<file path="config.mk">
export PLATFORM = sky130hd
export DESIGN_NAME = bip_control_unit
export DESIGN_NICKNAME = d
export VERILOG_FILES = /design/src/rtl/bip_control_unit.sv
export SDC_FILE = /design/constraint.sdc
export NUM_CORES = 1
export LEC_CHECK = 0
export CORE_ASPECT_RATIO = 1.5
export CORE_MARGIN = 10
export CORE_UTILIZATION = 35
export CTS_BUF_LIST = sky130_fd_sc_hd__clkbuf_4
export CTS_CLUSTER_SIZE = 28
export DETAILED_ROUTE_END_ITERATION = 6
export PLACE_DENSITY_LB_ADDON = 0.2
export SYNTH_ARGS = -nofsm -noshare
export SYNTH_HDL_FRONTEND = slang
export SYNTH_SLANG_ARGS = --single-unit
export TNS_END_PERCENT = 30
</file>
<file path="constraint.sdc">
create_clock -name CLK -period 3.95 [get_ports CLK]
set_input_delay 0.395 -clock CLK [delete_from_list [all_inputs] [get_ports CLK]]
set_output_delay 0.395 -clock CLK [all_outputs]
set_load 0.02 [all_outputs]
</file>
<file path="src/rtl/bip_control_unit.sv">
// BIP instruction sequencer: fetch/decode FSM that owns the PC and issues one-cycle
// control strobes to the accumulator/ALU datapath and data RAM, halting on HLT.
module bip_control_unit #(
    parameter int ADDR_W = 11,
    parameter int DATA_W = 16,
    parameter int CNT_W  = 16
) (
    input  logic              CLK,
    input  logic              RESET,
    input  logic              START,
    output logic [ADDR_W-1:0] PROG_ADDR,
    input  logic [DATA_W-1:0] PROG_DATA,
    output logic [ADDR_W-1:0] OPERAND,
    output logic [1:0]        SEL_A,
    output logic              SEL_B,
    output logic              ALU_OP,
    output logic              WR_ACC,
    output logic              WR_RAM,
    output logic              RD_RAM,
    output logic              HALTED,
    output logic              ILLEGAL,
    output logic [CNT_W-1:0]  CYCLE_COUNT
);

    localparam logic [4:0] OP_HLT  = 5'b00000;
    localparam logic [4:0] OP_STO  = 5'b00001;
    localparam logic [4:0] OP_LD   = 5'b00010;
    localparam logic [4:0] OP_LDI  = 5'b00011;
    localparam logic [4:0] OP_ADD  = 5'b00100;
    localparam logic [4:0] OP_ADDI = 5'b00101;
    localparam logic [4:0] OP_SUB  = 5'b00110;
    localparam logic [4:0] OP_SUBI = 5'b00111;

    typedef enum logic [2:0] {IDLE, FETCH, DECODE, MEMRD, EXEC, HALT} state_t;

    // Control word for the EXEC cycle; set_* flags mark selects the opcode defines.
    typedef struct packed {
        logic       wr_acc;
        logic       wr_ram;
        logic       illegal;
        logic       set_a;
        logic [1:0] sel_a;
        logic       set_alu;
        logic       sel_b;
        logic       alu_op;
    } exec_t;

    function automatic exec_t decode_exec(input logic [4:0] op);
        exec_t c;
        c = '0;
        case (op)
            OP_HLT: ;
            OP_STO: c.wr_ram = 1'b1;
            OP_LD: begin
                c.set_a  = 1'b1;
                c.sel_a  = 2'b00;
                c.wr_acc = 1'b1;
            end
            OP_LDI: begin
                c.set_a  = 1'b1;
                c.sel_a  = 2'b01;
                c.wr_acc = 1'b1;
            end
            OP_ADD, OP_ADDI, OP_SUB, OP_SUBI: begin
                c.set_a   = 1'b1;
                c.sel_a   = 2'b10;
                c.set_alu = 1'b1;
                c.sel_b   = op[0];
                c.alu_op  = (op == OP_SUB) || (op == OP_SUBI);
                c.wr_acc  = 1'b1;
            end
            default: c.illegal = 1'b1;
        endcase
        return c;
    endfunction

    state_t            state;
    logic [ADDR_W-1:0] pc;
    logic [4:0]        ir_op;
    logic [4:0]        dec_op;
    logic              is_mem;
    logic              enter_exec;
    exec_t             ctl;

    assign PROG_ADDR = pc;

    // NOTE: always_comb assigns every output on every path, so no latches are inferred.
    always_comb begin
        dec_op     = PROG_DATA[DATA_W-1 -: 5];
        is_mem     = (dec_op == OP_LD) || (dec_op == OP_ADD) || (dec_op == OP_SUB);
        ctl        = decode_exec((state == MEMRD) ? ir_op : dec_op);
        enter_exec = (state == MEMRD) ||
                     ((state == DECODE) && (dec_op != OP_HLT) && !is_mem);
    end

    // NOTE: all state and registered outputs use non-blocking assignments so every
    // read in this block sees the pre-edge value.
    always_ff @(posedge CLK) begin
        if (RESET) begin
            state       <= IDLE;
            pc          <= '0;
            ir_op       <= '0;
            CYCLE_COUNT <= '0;
            OPERAND     <= '0;
            SEL_A       <= 2'b00;
            SEL_B       <= 1'b0;
            ALU_OP      <= 1'b0;
            WR_ACC      <= 1'b0;
            WR_RAM      <= 1'b0;
            RD_RAM      <= 1'b0;
            HALTED      <= 1'b0;
            ILLEGAL     <= 1'b0;
        end else begin
            WR_ACC <= 1'b0;
            WR_RAM <= 1'b0;
            RD_RAM <= 1'b0;

            if (state inside {FETCH, DECODE, MEMRD, EXEC} && CYCLE_COUNT != '1)
                CYCLE_COUNT <= CYCLE_COUNT + 1'b1;

            case (state)
                IDLE:   if (START) state <= FETCH;
                FETCH:  state <= DECODE;
                DECODE: begin
                    ir_op   <= dec_op;
                    OPERAND <= PROG_DATA[ADDR_W-1:0];
                    if (dec_op == OP_HLT) begin
                        state  <= HALT;
                        HALTED <= 1'b1;
                    end else if (is_mem) begin
                        state  <= MEMRD;
                        RD_RAM <= 1'b1;
                    end else begin
                        state  <= EXEC;
                    end
                end
                MEMRD:  state <= EXEC;
                EXEC: begin
                    pc    <= pc + 1'b1;
                    state <= FETCH;
                end
                HALT:    ;
                default: state <= IDLE;
            endcase

            // Strobes land in the EXEC cycle; selects hold unless the opcode defines them.
            if (enter_exec) begin
                WR_ACC <= ctl.wr_acc;
                WR_RAM <= ctl.wr_ram;
                if (ctl.illegal) ILLEGAL <= 1'b1;
                if (ctl.set_a)   SEL_A   <= ctl.sel_a;
                if (ctl.set_alu) begin
                    SEL_B  <= ctl.sel_b;
                    ALU_OP <= ctl.alu_op;
                end
            end
        end
    end

endmodule

</file>
==> PnR_summary.wiki, run 1 <==
{| class="wikitable"
! Metric !! Value
|-
| Critical Path Fanout Max || 16
|-
| Mux cell area share after synthesis || 2.092%
|-
| Number of buffers inserted by hold repair at cts || 0
|-
| Worst Min Path Start || RESET
|-
| Reg2Reg Depth || 4
|-
| CTS Sinks || 55
|-
| Post-layout utilization of the core || 46.52%
|-
| Critical Path RT || 4.26 ns
|-
| I/O pin count || 66
|-
| Count of flip-flops with a built-in enable after synthesis || 0
|-
| Portion of synthesized cell area occupied by the leading cell type || 43.82%
|-
| Adder-Cell Fraction of Synth Area || 0.9960%
|-
| Mean instance size in the synthesized netlist || 8.575 um2
|-
| Setup slack on the worst flop-to-flop path || 1.82 ns
|-
| Largest cells by area after synthesis || sky130_fd_sc_hd__dfxtp_1, sky130_fd_sc_hd__a21oi_1, sky130_fd_sc_hd__nand2_1, sky130_fd_sc_hd__nor2_1, sky130_fd_sc_hd__o31ai_1
|-
| Worst Hold Path Cells || 2
|-
| Sort of element at the start of the critical path || flop
|-
| Global-route usage over all layers || 12.10%
|-
| Total negative slack for setup checks || 0 ns
|-
| Clock tree root driver cell || sky130_fd_sc_hd__clkbuf_4
|-
| CTS clock-pin slew for the worst setup and hold paths || 0.17 ns
|-
| Number of cells upsized or downsized after cts || 0
|-
| Reg2reg end || OPERAND[2]$_SDFFE_PP0N_
|-
| Antenna-violating nets left || 0
|-
| Buffers on Ports || 65
|-
| Worst skew pair latency || 0.37 ns
|-
| WL final || 6547 um
|-
| Fraction of final layout cells sized beyond drive strength 1 || 6.877%
|-
| Final non-filler cell area || 3231 um2
|-
| Pwr dens || 305.1 nW/um2
|-
| Number of antenna violations at the first check in global routing || 0
|-
| Full die area || 11040 um2
|-
| Final hold viol count || 0
|-
| Post-synthesis compound-gate area fraction || 16.58%
|-
| H-Tree Level Count || 2
|-
| Vias || 2307
|-
| Arrival time of data at the critical path endpoint || 2.44 ns
|-
| CORE AREA || 6944 um2
|-
| Most common cell after layout, fill and taps aside || sky130_fd_sc_hd__clkdlybuf4s50_1
|-
| Overflow left after global routing || 0
|-
| Post-layout min period || 2.128 ns
|-
| Post-Syn Area || 2512 um2
|-
| TritonCTS clock tree || built
|-
| Detail Placement HPWL || 4736 um
|-
| Max cap viols || 0
|-
| DRC Markers || 0
|-
| Total number of placement rows || 37
|-
| Post-synthesis xor/xnor area fraction || 2.789%
|-
| Most used cells in the layout excluding fill and tap cells || sky130_fd_sc_hd__clkdlybuf4s50_1, sky130_fd_sc_hd__dfxtp_1, sky130_fd_sc_hd__nand2_1
|-
| FFs w/ async S/R, synth || 0%
|-
| Net count after synthesis || 314
|-
| Achievable Freq || 0.4700 GHz
|-
| Starting Density || 36.18%
|-
| Number of distinct standard cells referenced by the synthesized netlist || 56
|-
| Worst-case hold path end point || OPERAND[9]$_SDFFE_PP0N_
|-
| Highest ir drop seen on vdd || 0.2428 mV
|-
| Average wire length per cell after detail routing || 15.33 um
|-
| Die width || 89.18 um
|-
| Final layout net count || 369
|-
| Wire length of the first global-routing pass || 10920 um
|-
| First-pass iteration count of the detailed router || 4
|-
| Post-route clock skew || 0.01033 ns
|-
| CP Capture Type || flop
|-
| Final weighted congestion in routability-driven placement || 0.7802
|-
| Final std cells w/o fill || 427
|-
| Pleak || 1.068 nW
|-
| Dominant combinational cell family by area after synthesis || simple AND/OR/NAND/NOR gates
|-
| Setup fix buffers added after clock tree synthesis || 0
|-
| Transition time of the tightest slew-check pin || 1.075 ns
|-
| Mapped Cells || 293
|-
| Vias per inst || 5.403
|-
| Total Power || 0.9857 mW
|-
| Synth warn || 0
|-
| Max Slew Vio Count || 0
|-
| Setup-violating endpoint count in the final report || 0
|-
| Fraction of the mapped netlist area in simple logic gates || 27.79%
|-
| Portion of the clock cycle consumed by the worst path in the final layout || 53.87%
|-
| Vert. Die Dim || 123.8 um
|-
| Cell accounting for the most synthesized area || sky130_fd_sc_hd__dfxtp_1
|-
| Antenna Cells || 0
|-
| Largest net degree at the start of global routing || 41
|-
| Growth of design area from synthesis to finish || 28.59%
|-
| Fraction of the yosys area taken by sequential cells || 43.82%
|-
| Unrepaired setup endpoints after global routing || no
|-
| Via count of the first global-routing pass || 2163
|-
| Max transition margin || 28.18%
|-
| Startpoint of the worst register-to-register path || state[1]$_SDFFE_PP0P_
|-
| Number of placed cells counting well taps || 419
|-
| Most common flop cell mapped by yosys || sky130_fd_sc_hd__dfxtp_1
|-
| CTS buffer count || 5
|-
| Iter 0 DRT Violations || 115
|-
| Count of state elements after synthesis || 55
|-
| HP Class || input pin to flop
|-
| Worst-case clock buffer depth || 2
|-
| Total placed instance area || 3154 um2
|-
| Result of the run || completed
|-
| CP Class || flop to flop
|}
-- critical path: stages (launching register included) --
cell	delay (ns)
sky130_fd_sc_hd__dfxtp_1	0.55
sky130_fd_sc_hd__nor2b_1	0.33
sky130_fd_sc_hd__nor2b_1	0.89
sky130_fd_sc_hd__nand2_1	0.12
sky130_fd_sc_hd__a21oi_1	0.16
-- per-stage QoR --
| step | setup slack (ns) | hold slack [ns] |
|---|---|---|
| floorplan | 2.147 | 0.4363 |
| global placement | 1.802 | 0.4417 |
| detailed placement | 1.777 | 0.4462 |
| CTS | 1.771 | 0.3757 |
| global route | 1.512 | 0.3812 |
| finish | 1.822 | 0.3867 |
-- report_power, final --
part / leakage (nW) / internal (mW) / switching (mW)
Sequential: 0.444 / 0.566 / 0.0113
Clock: 0.0426 / 0.131 / 0.183
Combinational: 0.581 / 0.0449 / 0.0494
Total: 1.07 / 0.742 / 0.244
-- registers in the layout, indices dropped and copies added (netlist names), 2 cells and up --
| name | count |
|---|---|
| SEL_A | 2 |
| PROG_ADDR | 11 |
| state | 3 |
| CYCLE_COUNT | 16 |
| OPERAND | 11 |
| ir_op | 5 |
-- worst max-delay path by stage --
stage                                              end  slack, ns                   startpoint
after detailed placement         SEL_A[0]$_SDFFE_PP0P_       1.78                PROG_DATA[11]
after CTS                      OPERAND[2]$_SDFFE_PP0N_       1.77        state[1]$_SDFFE_PP0P_
after global placement           SEL_A[0]$_SDFFE_PP0P_       1.80                PROG_DATA[11]
final                          OPERAND[2]$_SDFFE_PP0N_       1.82        state[1]$_SDFFE_PP0P_
after floorplan           CYCLE_COUNT[13]$_SDFFE_PP0P_       2.15  CYCLE_COUNT[4]$_SDFFE_PP0P_
after global routing           OPERAND[6]$_SDFFE_PP0N_       1.51        state[1]$_SDFFE_PP0P_
-- cell type report --
class	instances	area [um2]
fill	683	3714
multi-input combinational	212	1269
sequential	55	1101
timing repair buffer	67	660.6
tap	78	97.59
clock inverter	3	38.79
clock buffer	5	37.54
inverter	7	26.28
-- synthesized netlist by cell type, types with 3 or more instances --
cell type,n
sky130_fd_sc_hd__a31oi_1,3
sky130_fd_sc_hd__or4_1,6
sky130_fd_sc_hd__inv_1,7
sky130_fd_sc_hd__and3_1,4
sky130_fd_sc_hd__mux2i_1,3
sky130_fd_sc_hd__and4_1,3
sky130_fd_sc_hd__nand4_1,4
sky130_fd_sc_hd__o21ai_0,10
sky130_fd_sc_hd__buf_2,5
sky130_fd_sc_hd__nor2b_1,5
sky130_fd_sc_hd__clkbuf_1,5
sky130_fd_sc_hd__o31ai_1,9
sky130_fd_sc_hd__buf_6,3
sky130_fd_sc_hd__nand3_1,11
sky130_fd_sc_hd__or3_1,8
sky130_fd_sc_hd__dfxtp_1,55
sky130_fd_sc_hd__a21oi_1,34
sky130_fd_sc_hd__nor4_1,5
sky130_fd_sc_hd__nor2_1,20
sky130_fd_sc_hd__nor3_1,3
sky130_fd_sc_hd__nand2_1,41
sky130_fd_sc_hd__xor2_1,6
-- routing by layer --
layer  vias to the layer above  wire, um  global-route usage [%]
li1                       1160         -                       -
met1                      1106      2761                   14.45
met2                        37      3365                   20.14
met3                         4       373                   3.856
met4                         0        46                   3.593
met5                         -         0                       0
-- kinds of logic after synthesis --
kind of cell	Yosys count
adder cells (fa/ha/maj)	2
AO/OA/AOI/OAI	68
multiplexers	5
buffers and inverters	26
AND/OR/NAND/NOR	129
flip-flops	55
XOR/XNOR	8
Power figures use the tool's default switching activity.
==> run 2: changes to the inputs <==
clock period = 1.8 ns   (was 3.95 ns; I/O delays follow)
==> run 2 against run 1 <==
  * Global-route usage rose by 0.35 points
  * Combinational power rose to 2.7 times the previous value
  * First-iteration DRC count fell by 41%
  * Wire length rose by 4.2%
  * Hold slack got worse by 0.13 ns
  * Total power rose by 120%
  * Cell count rose by 7.0%
==> PnR_summary.wiki, run 2 (synthesis gave the netlist of run 1 again) <==
{| class="wikitable"
! Metric !! Value
|-
| Startpoint of the worst register-to-register path || CYCLE_COUNT[0]$_SDFFE_PP0P_
|-
| Growth of design area from synthesis to finish || 39.74%
|-
| Sort of element at the start of the critical path || flop
|-
| Worst-case hold path end point || ir_op[0]$_SDFFE_PP0N_
|-
| WL final || 6822 um (+4.2%)
|-
| Setup-violating endpoint count in the final report || 0 (unchanged)
|-
| Total negative slack for setup checks || 0 ns (unchanged)
|-
| Antenna Cells || 0 (unchanged)
|-
| Total placed instance area || 3381 um2 (+7.2%)
|-
| Result of the run || completed
|-
| Average wire length per cell after detail routing || 14.93 um (-2.6%)
|-
| Wire length of the first global-routing pass || 10970 um (+0.51%)
|-
| CTS clock-pin slew for the worst setup and hold paths || 0.16 ns (about the same)
|-
| Most used cells in the layout excluding fill and tap cells || sky130_fd_sc_hd__clkdlybuf4s50_1, sky130_fd_sc_hd__dfxtp_1, sky130_fd_sc_hd__nand2_1
|-
| Setup slack on the worst flop-to-flop path || 0.12 ns (-1.70 ns)
|-
| Detail Placement HPWL || 5137 um (+8.5%)
|-
| Most common cell after layout, fill and taps aside || sky130_fd_sc_hd__clkdlybuf4s50_1
|-
| Final layout net count || 400 (+8.4%)
|-
| Total number of placement rows || 37 (unchanged)
|-
| Worst Min Path Start || RESET
|-
| TritonCTS clock tree || built
|-
| Final non-filler cell area || 3511 um2 (+8.7%)
|-
| Net switching power figure || 0.5386 mW (+120%)
|-
| Max Slew Vio Count || 0 (unchanged)
|-
| Power share of the sequential group || 57.0% (-1.6 points)
|-
| Wire length on met1 || 2789 um (+1.0%)
|-
| Transition time of the tightest slew-check pin || 0.4943 ns (-0.5809 ns)
|-
| Overflow left after global routing || 0 (unchanged)
|-
| Reg2Reg Depth || 6 (+2)
|-
| Iter 0 DRT Violations || 68 (-41%)
|-
| Vert. Die Dim || 123.8 um (unchanged)
|-
| Worst-case clock buffer depth || 2 (unchanged)
|-
| Final hold viol count || 0 (unchanged)
|-
| Largest reg by FF count || CYCLE_COUNT
|-
| Hold slack || 0.2524 ns (-0.1343 ns)
|-
| Met2 wire len || 3509 um (+4.3%)
|-
| Unrepaired setup endpoints after global routing || yes
|-
| Global-route usage over all layers || 12.44% (+0.35 points)
|-
| DRC Markers || 0 (unchanged)
|-
| First-pass iteration count of the detailed router || 4 (unchanged)
|-
| Pleak || 1.267 nW (+19%)
|-
| Total Power || 2.207 mW (+120%)
|-
| Critical Path RT || 1.62 ns (-2.64 ns)
|-
| Worst skew pair latency || 0.39 ns (+0.02 ns)
|-
| Detailed-routed wire length on met3 || 388 um (+4.0%)
|-
| HP Class || input pin to flop
|-
| Critical Path Fanout Max || 6 (-10)
|-
| Antenna-violating nets left || 0 (unchanged)
|-
| Max FFs per register || 16 (unchanged)
|-
| Largest net degree at the start of global routing || 25 (-39%)
|-
| Post-route clock skew || 0.01391 ns (+0.003572 ns)
|-
| Achievable Freq || 0.5906 GHz
|-
| Fraction of final layout cells sized beyond drive strength 1 || 17.41% (+11 points)
|-
| Full die area || 11040 um2 (unchanged)
|-
| H-Tree Level Count || 2 (unchanged)
|-
| CTS Sinks || 55 (unchanged)
|-
| Fraction of power consumed by the clock network || 31.7% (about the same)
|-
| Arrival time of data at the critical path endpoint || 1.51 ns (-0.93 ns)
|-
| Comb power frac || 11.3% (+1.7 points)
|-
| Post-layout min period || 1.693 ns
|-
| Internal power || 1.669 mW (+120%)
|-
| Max transition margin || 67.05% (+39 points)
|-
| Number of antenna violations at the first check in global routing || 0 (unchanged)
|-
| CORE AREA || 6944 um2 (unchanged)
|-
| CTS buffer count || 5 (unchanged)
|-
| Clock tree root driver cell || sky130_fd_sc_hd__clkbuf_4
|-
| Highest ir drop seen on vdd || 0.4793 mV (+97%)
|-
| Die width || 89.18 um (unchanged)
|-
| Portion of the clock cycle consumed by the worst path in the final layout || 94.06%
|-
| Number of buffers inserted by hold repair at cts || 0 (unchanged)
|-
| Max cap viols || 0 (unchanged)
|-
| I/O pin count || 66 (unchanged)
|-
| Via count of the first global-routing pass || 2361 (+9.2%)
|-
| Starting Density || 36.18% (unchanged)
|-
| Reg2reg end || CYCLE_COUNT[6]$_SDFFE_PP0P_
|-
| Vias per inst || 5.293 (-2.0%)
|-
| Vias || 2419 (+4.9%)
|-
| Worst Hold Path Cells || 2 (unchanged)
|-
| Final weighted congestion in routability-driven placement || 0.8068 (+3.4%)
|-
| Switching power share of the total || 24.40% (-0.34 points)
|-
| CP Capture Type || output port
|-
| Top metal layer carrying routed signals || met4
|-
| Post-layout utilization of the core || 50.56% (+4.0 points)
|-
| Buffers on Ports || 65 (unchanged)
|-
| CP Class || flop to output port
|-
| Pwr dens || 628.7 nW/um2 (+110%)
|}
run 2: power groups by stage:
stage / clock network, mW / registers [mW] / logic [mW]
after detailed placement: 0 / 1.28 / 0.250
after global placement: 0 / 1.28 / 0.249
after CTS: 0.722 / 1.26 / 0.252
final: 0.699 / 1.26 / 0.250
after floorplan: 0 / 1.30 / 0.106
after global routing: 0.764 / 1.26 / 0.277
run 2: area by class of cell:
class / instances / area [um2]
fill: 677 / 3433
sequential: 55 / 1105
clock inverter: 1 / 30.03
multi-input combinational: 212 / 1311
clock buffer: 6 / 45.04
tap: 78 / 97.59
timing repair buffer: 98 / 895.9
inverter: 7 / 26.28
run 2: critical path: stages, from the launching register on:
cell and delay (ns):
sky130_fd_sc_hd__dfxtp_1 0.37, sky130_fd_sc_hd__buf_4 0.15, sky130_fd_sc_hd__clkdlybuf4s50_1 0.61
run 2: how the worst max path moves through the flow:
stage,from,end,slack [ns],cells after the start
2_1_floorplan,CYCLE_COUNT[3]$_SDFFE_PP0P_,CYCLE_COUNT[13]$_SDFFE_PP0P_,0.005,5
3_3_place_gp,PROG_DATA[11],SEL_A[0]$_SDFFE_PP0P_,-0.08,5
3_5_place_dp,PROG_DATA[11],SEL_A[0]$_SDFFE_PP0P_,-0.08,5
4_1_cts,CYCLE_COUNT[12]$_SDFFE_PP0P_,CYCLE_COUNT[9]$_SDFFE_PP0P_,0.003,5
5_1_grt,state[0]$_SDFFE_PP0P_,CYCLE_COUNT[5]$_SDFFE_PP0P_,-0.04,5
6_report,CYCLE_COUNT[15]$_SDFFE_PP0P_,CYCLE_COUNT[15],0.11,2
run 2: per-layer routing:
metal / up-vias / global-route usage, %
met2: 46 / 21.82
met1: 1142 / 13.12
met3: 10 / 3.595
met5: - / 0
met4: 0 / 6.287
li1: 1221 / -
run 2: per-stage QoR:
stage                     worst slack (ns)  cells
after floorplan                   0.005204    293
after global placement            -0.08180    449
after detailed placement          -0.08058    449
after CTS                         0.003186    456
after global routing              -0.04225    457
final                               0.1068    457
run 2: what timing repair did:
action                                  CTS  global route
endpoints found under the setup margin    2            17
resized for setup                         3             9
pin swaps                                 0             1
hold endpoints to repair                  0             0
setup buffers                             0             1
